**src/rtl/wb_stream_reader_sched_pkg.sv**
```systemverilog
// Shared definitions for the stream reader scheduler:
// register map, CTRL/STATUS bit positions, FSM states.
package wb_stream_reader_sched_pkg;

  localparam logic [2:0] REG_CTRL   = 3'd0;
  localparam logic [2:0] REG_STATUS = 3'd1;
  localparam logic [2:0] REG_ADR0   = 3'd2;
  localparam logic [2:0] REG_ADR1   = 3'd3;
  localparam logic [2:0] REG_BUF    = 3'd4;
  localparam logic [2:0] REG_BURST  = 3'd5;
  localparam logic [2:0] REG_TXCNT  = 3'd6;
  localparam logic [2:0] REG_DONE   = 3'd7;

  localparam int CTRL_START = 0;
  localparam int CTRL_CONT  = 1;
  localparam int CTRL_IRQEN = 2;
  localparam int CTRL_STOP  = 3;

  localparam int ST_BUSY = 0;
  localparam int ST_PEND = 1;
  localparam int ST_CUR  = 2;
  localparam int ST_ERR  = 3;
  localparam int ST_RUN  = 4;

  typedef enum logic [2:0] {
    S_IDLE   = 3'd0,
    S_LAUNCH = 3'd1,
    S_WAIT   = 3'd2,
    S_RUN    = 3'd3,
    S_DONE   = 3'd4
  } state_t;

endpackage

```
**src/rtl/wb_stream_sched_regs.sv**
```systemverilog
// Wishbone classic slave: decode, registered ack,
// RW/W1C register file and done counter.
module wb_stream_sched_regs
  import wb_stream_reader_sched_pkg::*;
#(
  parameter int WB_DW = 32
) (
  input  logic               clk,
  input  logic               rst,
  input  logic [2:0]         i_idx,
  input  logic [WB_DW-1:0]   i_dat,
  input  logic [WB_DW/8-1:0] i_sel,
  input  logic               i_we,
  input  logic               i_cyc,
  input  logic               i_stb,
  output logic [WB_DW-1:0]   o_dat,
  output logic               o_ack,
  input  logic               i_busy,
  input  logic               i_running,
  input  logic               i_cur,
  input  logic               i_irq_set,
  input  logic               i_err_set,
  input  logic               i_done,
  input  logic [WB_DW-1:0]   i_tx_cnt,
  output logic               o_start,
  output logic               o_stop,
  output logic               o_cont,
  output logic               o_irq_en,
  output logic               o_irq_pend,
  output logic [WB_DW-1:0]   o_adr0,
  output logic [WB_DW-1:0]   o_adr1,
  output logic [WB_DW-1:0]   o_buf_size,
  output logic [WB_DW-1:0]   o_burst
);

  logic             r_ack;
  logic             r_cont;
  logic             r_irq_en;
  logic             r_pend;
  logic             r_err;
  logic [WB_DW-1:0] r_adr0;
  logic [WB_DW-1:0] r_adr1;
  logic [WB_DW-1:0] r_buf;
  logic [WB_DW-1:0] r_burst;
  logic [WB_DW-1:0] r_done_cnt;

  logic             w_wr;
  logic             w_ctrl_wr;
  logic             w_st_wr;
  logic [WB_DW-1:0] w_status;

  function automatic logic [WB_DW-1:0] merge(
    input logic [WB_DW-1:0]   old,
    input logic [WB_DW-1:0]   d,
    input logic [WB_DW/8-1:0] s
  );
    logic [WB_DW-1:0] r;
    r = old;
    for (int b = 0; b < WB_DW/8; b++)
      if (s[b]) r[8*b +: 8] = d[8*b +: 8];
    return r;
  endfunction

  // Side effects land on the acked cycle only
  assign w_wr      = r_ack & i_cyc & i_stb & i_we;
  assign w_ctrl_wr = w_wr & (i_idx == REG_CTRL) & i_sel[0];
  assign w_st_wr   = w_wr & (i_idx == REG_STATUS) & i_sel[0];
  assign o_start   = w_ctrl_wr & i_dat[CTRL_START];
  assign o_stop    = w_ctrl_wr & i_dat[CTRL_STOP];

  always_ff @(posedge clk or posedge rst) begin
    if (rst) begin
      r_ack      <= 1'b0;
      r_cont     <= 1'b0;
      r_irq_en   <= 1'b0;
      r_pend     <= 1'b0;
      r_err      <= 1'b0;
      r_adr0     <= '0;
      r_adr1     <= '0;
      r_buf      <= '0;
      r_burst    <= '0;
      r_done_cnt <= '0;
    end else begin
      r_ack <= i_cyc & i_stb & ~r_ack;
      if (w_ctrl_wr) begin
        r_cont   <= i_dat[CTRL_CONT];
        r_irq_en <= i_dat[CTRL_IRQEN];
      end
      if (i_irq_set)
        r_pend <= 1'b1;
      else if (w_st_wr && i_dat[ST_PEND])
        r_pend <= 1'b0;
      if (i_err_set)
        r_err <= 1'b1;
      else if (w_st_wr && i_dat[ST_ERR])
        r_err <= 1'b0;
      if (i_done)
        r_done_cnt <= r_done_cnt + WB_DW'(1);
      if (w_wr) begin
        case (i_idx)
          REG_ADR0:  r_adr0  <= merge(r_adr0, i_dat, i_sel);
          REG_ADR1:  r_adr1  <= merge(r_adr1, i_dat, i_sel);
          REG_BUF:   r_buf   <= merge(r_buf, i_dat, i_sel);
          REG_BURST: r_burst <= merge(r_burst, i_dat, i_sel);
          default: ;
        endcase
      end
    end
  end

  always_comb begin
    w_status          = '0;
    w_status[ST_BUSY] = i_busy;
    w_status[ST_PEND] = r_pend;
    w_status[ST_CUR]  = i_cur;
    w_status[ST_ERR]  = r_err;
    w_status[ST_RUN]  = i_running;
  end

  always_comb begin
    o_dat = '0;
    if (r_ack) begin
      case (i_idx)
        REG_CTRL: begin
          o_dat[CTRL_CONT]  = r_cont;
          o_dat[CTRL_IRQEN] = r_irq_en;
        end
        REG_STATUS: o_dat = w_status;
        REG_ADR0:   o_dat = r_adr0;
        REG_ADR1:   o_dat = r_adr1;
        REG_BUF:    o_dat = r_buf;
        REG_BURST:  o_dat = r_burst;
        REG_TXCNT:  o_dat = i_tx_cnt;
        REG_DONE:   o_dat = r_done_cnt;
        default:    o_dat = '0;
      endcase
    end
  end

  assign o_ack      = r_ack;
  assign o_cont     = r_cont;
  assign o_irq_en   = r_irq_en;
  assign o_irq_pend = r_pend;
  assign o_adr0     = r_adr0;
  assign o_adr1     = r_adr1;
  assign o_buf_size = r_buf;
  assign o_burst    = r_burst;

endmodule

```
**src/rtl/wb_stream_reader_sched.sv**
```systemverilog
// Buffer sequencer for the stream-to-memory reader:
// launches the controller, tracks busy, ping-pongs buffers.
module wb_stream_reader_sched
  import wb_stream_reader_sched_pkg::*;
#(
  parameter int WB_AW         = 32,
  parameter int WB_DW         = 32,
  parameter int MAX_BURST_LEN = 16
) (
  input  logic               wb_clk_i,
  input  logic               wb_rst_i,
  input  logic [4:0]         wb_adr_i,
  input  logic [WB_DW-1:0]   wb_dat_i,
  input  logic [WB_DW/8-1:0] wb_sel_i,
  input  logic               wb_we_i,
  input  logic               wb_cyc_i,
  input  logic               wb_stb_i,
  input  logic [2:0]         wb_cti_i,
  input  logic [1:0]         wb_bte_i,
  output logic [WB_DW-1:0]   wb_dat_o,
  output logic               wb_ack_o,
  output logic               wb_err_o,
  output logic               wb_rty_o,
  output logic               enable,
  input  logic               busy,
  input  logic [WB_DW-1:0]   tx_cnt,
  output logic [WB_AW-1:0]   start_adr,
  output logic [WB_AW-1:0]   buf_size,
  output logic [WB_AW-1:0]   burst_size,
  output logic               irq
);

  state_t           r_state;
  logic             r_enable;
  logic             r_cur;
  logic             r_stop_req;
  logic [WB_AW-1:0] r_start_adr;
  logic [WB_AW-1:0] r_buf_size;
  logic [WB_AW-1:0] r_burst_size;

  logic             w_start;
  logic             w_stop;
  logic             w_cont;
  logic             w_irq_en;
  logic             w_pend;
  logic [WB_DW-1:0] w_adr0;
  logic [WB_DW-1:0] w_adr1;
  logic [WB_DW-1:0] w_buf;
  logic [WB_DW-1:0] w_burst;
  logic [WB_AW-1:0] w_adr0_a;
  logic [WB_AW-1:0] w_adr1_a;
  logic [WB_AW-1:0] w_buf_a;
  logic [WB_AW-1:0] w_burst_a;
  logic [WB_AW-1:0] w_words;
  logic             w_cfg_ok;
  logic             w_running;
  logic             w_done;
  logic             w_relaunch;
  logic             w_err_set;
  logic             w_unused;

  wb_stream_sched_regs #(
    .WB_DW (WB_DW)
  ) u_regs (
    .clk        (wb_clk_i),
    .rst        (wb_rst_i),
    .i_idx      (wb_adr_i[4:2]),
    .i_dat      (wb_dat_i),
    .i_sel      (wb_sel_i),
    .i_we       (wb_we_i),
    .i_cyc      (wb_cyc_i),
    .i_stb      (wb_stb_i),
    .o_dat      (wb_dat_o),
    .o_ack      (wb_ack_o),
    .i_busy     (busy),
    .i_running  (w_running),
    .i_cur      (r_cur),
    .i_irq_set  (w_done),
    .i_err_set  (w_err_set),
    .i_done     (w_done),
    .i_tx_cnt   (tx_cnt),
    .o_start    (w_start),
    .o_stop     (w_stop),
    .o_cont     (w_cont),
    .o_irq_en   (w_irq_en),
    .o_irq_pend (w_pend),
    .o_adr0     (w_adr0),
    .o_adr1     (w_adr1),
    .o_buf_size (w_buf),
    .o_burst    (w_burst)
  );

  assign w_adr0_a  = WB_AW'(w_adr0);
  assign w_adr1_a  = WB_AW'(w_adr1);
  assign w_buf_a   = WB_AW'(w_buf);
  assign w_burst_a = WB_AW'(w_burst);
  assign w_words   = {2'b00, w_buf_a[WB_AW-1:2]};

  // Buffer must hold a whole number of legal bursts
  assign w_cfg_ok = (w_burst_a != '0)
                 && (w_burst_a <= WB_AW'(MAX_BURST_LEN))
                 && (w_words != '0)
                 && ((w_words % w_burst_a) == '0);

  assign w_running  = (r_state != S_IDLE);
  assign w_done     = (r_state == S_RUN) & ~busy;
  assign w_relaunch = w_cont & ~(r_stop_req | w_stop);
  assign w_err_set  = ((r_state == S_IDLE) & w_start & ~w_cfg_ok)
                    | ((r_state == S_DONE) & w_relaunch & ~w_cfg_ok);

  always_ff @(posedge wb_clk_i or posedge wb_rst_i) begin
    if (wb_rst_i) begin
      r_state      <= S_IDLE;
      r_enable     <= 1'b0;
      r_cur        <= 1'b0;
      r_stop_req   <= 1'b0;
      r_start_adr  <= '0;
      r_buf_size   <= '0;
      r_burst_size <= '0;
    end else begin
      r_enable <= 1'b0;
      if (w_stop && r_state != S_IDLE)
        r_stop_req <= 1'b1;
      case (r_state)
        S_IDLE: begin
          if (w_start && w_cfg_ok) begin
            r_state      <= S_LAUNCH;
            r_enable     <= 1'b1;
            r_cur        <= 1'b0;
            r_start_adr  <= w_adr0_a;
            r_buf_size   <= w_buf_a;
            r_burst_size <= w_burst_a;
          end
        end
        S_LAUNCH: r_state <= S_WAIT;
        S_WAIT:   if (busy) r_state <= S_RUN;
        S_RUN:    if (!busy) r_state <= S_DONE;
        S_DONE: begin
          if (w_relaunch && w_cfg_ok) begin
            r_state      <= S_LAUNCH;
            r_enable     <= 1'b1;
            r_cur        <= ~r_cur;
            r_start_adr  <= r_cur ? w_adr0_a : w_adr1_a;
            r_buf_size   <= w_buf_a;
            r_burst_size <= w_burst_a;
          end else begin
            r_state    <= S_IDLE;
            r_cur      <= 1'b0;
            r_stop_req <= 1'b0;
          end
        end
        default: r_state <= S_IDLE;
      endcase
    end
  end

  assign enable     = r_enable;
  assign start_adr  = r_start_adr;
  assign buf_size   = r_buf_size;
  assign burst_size = r_burst_size;
  assign irq        = w_pend & w_irq_en;
  assign wb_err_o   = 1'b0;
  assign wb_rty_o   = 1'b0;
  assign w_unused   = ^{wb_cti_i, wb_bte_i, wb_adr_i[1:0]};

endmodule

```
**config.mk**
```make
export PLATFORM = sky130hd
export DESIGN_NAME = wb_stream_reader_sched
export DESIGN_NICKNAME = d
export VERILOG_FILES = /design/src/rtl/wb_stream_reader_sched_pkg.sv /design/src/rtl/wb_stream_sched_regs.sv /design/src/rtl/wb_stream_reader_sched.sv
export SDC_FILE = /design/constraint.sdc
export NUM_CORES = 2
export LEC_CHECK = 0
export ABC_AREA = 1
export BUFFER_PORTS_ARGS = -buffer_cell sky130_fd_sc_hd__buf_2
export CORE_ASPECT_RATIO = 1.75
export CORE_MARGIN = 2
export CORE_UTILIZATION = 25
export CTS_CLUSTER_DIAMETER = 80
export DETAILED_ROUTE_END_ITERATION = 8
export PLACE_DENSITY = 0.43
export SYNTH_ARGS = -nofsm -noshare
export SYNTH_HDL_FRONTEND = slang
export SYNTH_SLANG_ARGS = --single-unit
```
**constraint.sdc**
```tcl
create_clock -name wb_clk_i -period 53.6 [get_ports wb_clk_i]
set_input_delay 0 -clock wb_clk_i [delete_from_list [all_inputs] [get_ports wb_clk_i]]
set_output_delay 0 -clock wb_clk_i [all_outputs]
set_load 0.005 [all_outputs]
```
==> results.yml <==
logic_synthesis:
  synth_cell_type_count: 84
  synth-main-ff-cell: "dfrtp_1"
  synthArstFlopShare_pct: 100
  synth.avg_cell_area_sq_um: 6.28
  ys_seq_elements: 267
  synth_area_leaders: "nand2_1, dfrtp_1, ha_1, inv_1, a21oi_1"
  yosysTopAreaCell: "nand2_1"
  syn-cell-area_sq_um: 44300
  netlist.area_leader.share_pct: 17.1
  synth_edf_count: 0
  ys.warnings.count: 0
  yosysSeqAreaShare_pct: 15.1
  synthCells: 7057
timing:
  worst_pin_slew_ns: 1.27
  worst_clock_skew_ns: 0.0405
  period_share_pct: 110
  setup_viol: 101
  rsz0062_at_grt: "yes"
  layout_setup_ws_ns: -5.40
  slew_headroom_pct: 15.3
  whs_ns: 0.0124
  tns_ns: -536.60
  min_period_ns: 59.00
  hold_viol: 0
  final_max_slew_viol_count: 0
  max_freq_mhz: 16.9
run:
  drv_cap: 0
setup_path:
  critPathTopFamily: "simple AND/OR/NAND/NOR gates"
  worstPathMaxFanout: 8
  end_kind: "register"
  path_class: "reg2reg"
  r2r_cells: 462
  worstSetupStartpointType: "register"
  r2r-end: "start_adr[16]"
  r2r_slack_ns: -5.40
  r2r_start: "u_regs.o_buf_size[3]"
  cp_common_cell: "buf_4"
  slowest_stage: "a2111o_1"
  slowest_delay_ns: 0.43
  crit_buf_inv: 130
  worstPathArrival_ns: 59.41
  crit_required_ns: 54.01
placed_design:
  post-dp-hpwl_um: 186000
  place_area_sq_um: 67200
  io_buffers: 207
  gp_congestion: 0.950
grt:
  first_global_vias: 60900
  grt_use_total_pct: 25.0
  grt_pass1_wl_um: 346000
  antenna_found_initial: 8
  grt_overflow: 0
  grt_start_max_net_pins: 165
detailed_routing:
  drcViolationCount: 0
  drtIter0Drc: 2770
  routed_wl_um: 236000
  postRouteAntennaNets: 0
  num_vias: 59100
  vias_per_cell: 4.72
  wire_per_inst_um: 18.8
  drt_first_pass_iters: 5
clock_tree:
  clk_pin_slew_ns: 0.06
  numClockSinks: 267
  cts.root.buffer_cell: "clkbuf_16"
  cts_made_buffers: 36
  tritoncts: "built"
  cts_max_path_buffers: 3
  htreeDepth: 2
  clock_latency_ns: 0.59
finish:
  drive_gt1_share_pct: 48.5
  utilization_pct: 45.6
  nets: 10800
  n_fill_cell: 17900
  post-route-cell-area_sq_um: 80500
  area_delta_synth_final_pct: 81.7
floorplan:
  die_w_um: 322
  io_pins: 217
  row_count: 204
  die_h_um: 561
  floorplan.initialDensity_pct: 25.1
  die_area_sq_um: 181000
  core_sq_um: 176000
status:
  violations: "setup timing"
  status: "complete, but fails checks"
min_path:
  hold_path.startpoint: "wb_dat_i[22]"
  hp-class: "in2reg"
  min_path_cells: 3
  worstHoldEndpoint: "u_regs.o_adr0[22]"
Yosys cell counts (21+ instances only):
library cell / number
nand3_2: 36
ha_1: 529
nand2_1: 2021
nand4_1: 71
a21oi_1: 556
nand3_1: 350
o31ai_1: 21
xor2_1: 281
nand2_2: 78
nor4_1: 38
o21bai_1: 34
nor2_1: 362
nor3_1: 99
a21o_1: 25
o21ai_0: 430
xnor2_1: 126
inv_1: 980
a221oi_1: 27
o22ai_1: 28
a31oi_1: 28
o211ai_1: 25
and2_1: 22
inv_2: 41
dfrtp_1: 267
or2_2: 52
o21ai_1: 52
clkbuf_1: 92
o21ai_2: 72
layout by cell type (no fill, tap or decap), types with 26 or more instances in the layout:
master / n
dlygate4sd3_1: 35
xor2_1: 277
ha_1: 336
nor2_4: 41
o21ai_1: 88
nor2_1: 297
o21ai_0: 291
buf_6: 61
nor3_2: 26
nand2_4: 139
o21bai_1: 29
buf_12: 43
nor2_2: 42
a21oi_1: 349
o21ai_4: 34
ha_4: 190
buf_4: 2818
nand2_2: 340
nor3_1: 57
buf_2: 207
or2_2: 45
inv_2: 173
nand2_1: 1631
nand3_2: 98
a21oi_4: 43
nand3_1: 262
a21oi_2: 175
xnor2_1: 124
o22ai_1: 28
nand4_1: 71
nand3_4: 27
inv_1: 830
clkbuf_16: 50
o21ai_2: 141
dfrtp_1: 266
kinds of logic (layout without fill, tap and decap cells):
family | Yosys count | in the layout | share of synthesized area, %
AOI/OAI and AO/OA | 1429 | 1429 | 18.7
xor gates and xnor gates | 407 | 407 | 8.05
adders and majority gates | 530 | 530 | 15.0
buffers and inverters | 1199 | 4298 | 11.3
DFF | 267 | 267 | 15.1
muxes | 16 | 16 | 0.362
other | 1 | 5 | 0.00847
and+or+nand+nor | 3208 | 3211 | 31.4
layout make-up:
class / count / area (sq um) / share of cell area (%)
tap: 2369 / 2960 / 3.68
inverter: 1029 / 4000 / 4.97
timing repair inverter: 1 / 16.3 / 0.0202
antenna: 1 / 2.50 / 0.00311
timing repair buffer: 3206 / 25000 / 31.0
sequential: 267 / 6680 / 8.30
clock inverter: 10 / 169 / 0.210
multi-input combinational: 5597 / 40700 / 50.5
clock buffer: 52 / 1040 / 1.29
flip-flops by register name, indices dropped and copies added (netlist names), 3 cells and up:
register and cells:
start_adr 32, u_regs.o_adr0 32, u_regs.o_burst 32, u_regs.r_done_cnt 32
r_state 3, buf_size 32, u_regs.o_buf_size 32, burst_size 32
u_regs.o_adr1 32
per-stage QoR:
step / std cells / setup slack [ns]
2_1_floorplan: 7060 / -0.286
3_3_place_gp: 11900 / -11.56
3_5_place_dp: 11900 / -11.73
4_1_cts: 12400 / -5.09
5_1_grt: 12500 / -8.80
6_report: 12500 / -5.40
worst min-delay path, delay by kind of cell:
family | cells | cell delay (ns)
compound gates | 1 | 0.19
buf+inv | 2 | 0.35
worst max path at each step:
stage | from | end | depth (start not counted)
finish | u_regs.o_buf_size[3] | start_adr[16] | 462
detailed placement | u_regs.o_buf_size[3] | r_state[0] | 447
floorplan | u_regs.o_burst[1] | burst_size[3] | 477
global placement | u_regs.o_buf_size[3] | r_state[0] | 447
CTS | u_regs.o_buf_size[2] | r_state[0] | 474
global route | u_regs.o_buf_size[3] | r_state[0] | 486
what timing repair did:
| action | 4_1_cts | 5_1_grt |
|---|---|---|
| hold endpoints to repair | 239 | 0 |
| pin swaps | 376 | 510 |
| resized for setup | 800 | 835 |
| setup buffers | 374 | 168 |
| hold buffers | 35 | 0 |
| endpoints found under the setup margin | 101 | 101 |
| cloned | 10 | 15 |
layer usage:
layer,vias to the layer above,part of all wire (%),GRT usage [%]
li1,29400,-,-
met1,27800,38,26.7
met2,1327,52,47.8
met3,542,3.6,2.35
met4,4,6.6,13.4
met5,-,0.011,0
Power is not shown: default switching activity piles up to over one toggle a cycle in this logic, so the estimate is an artifact.
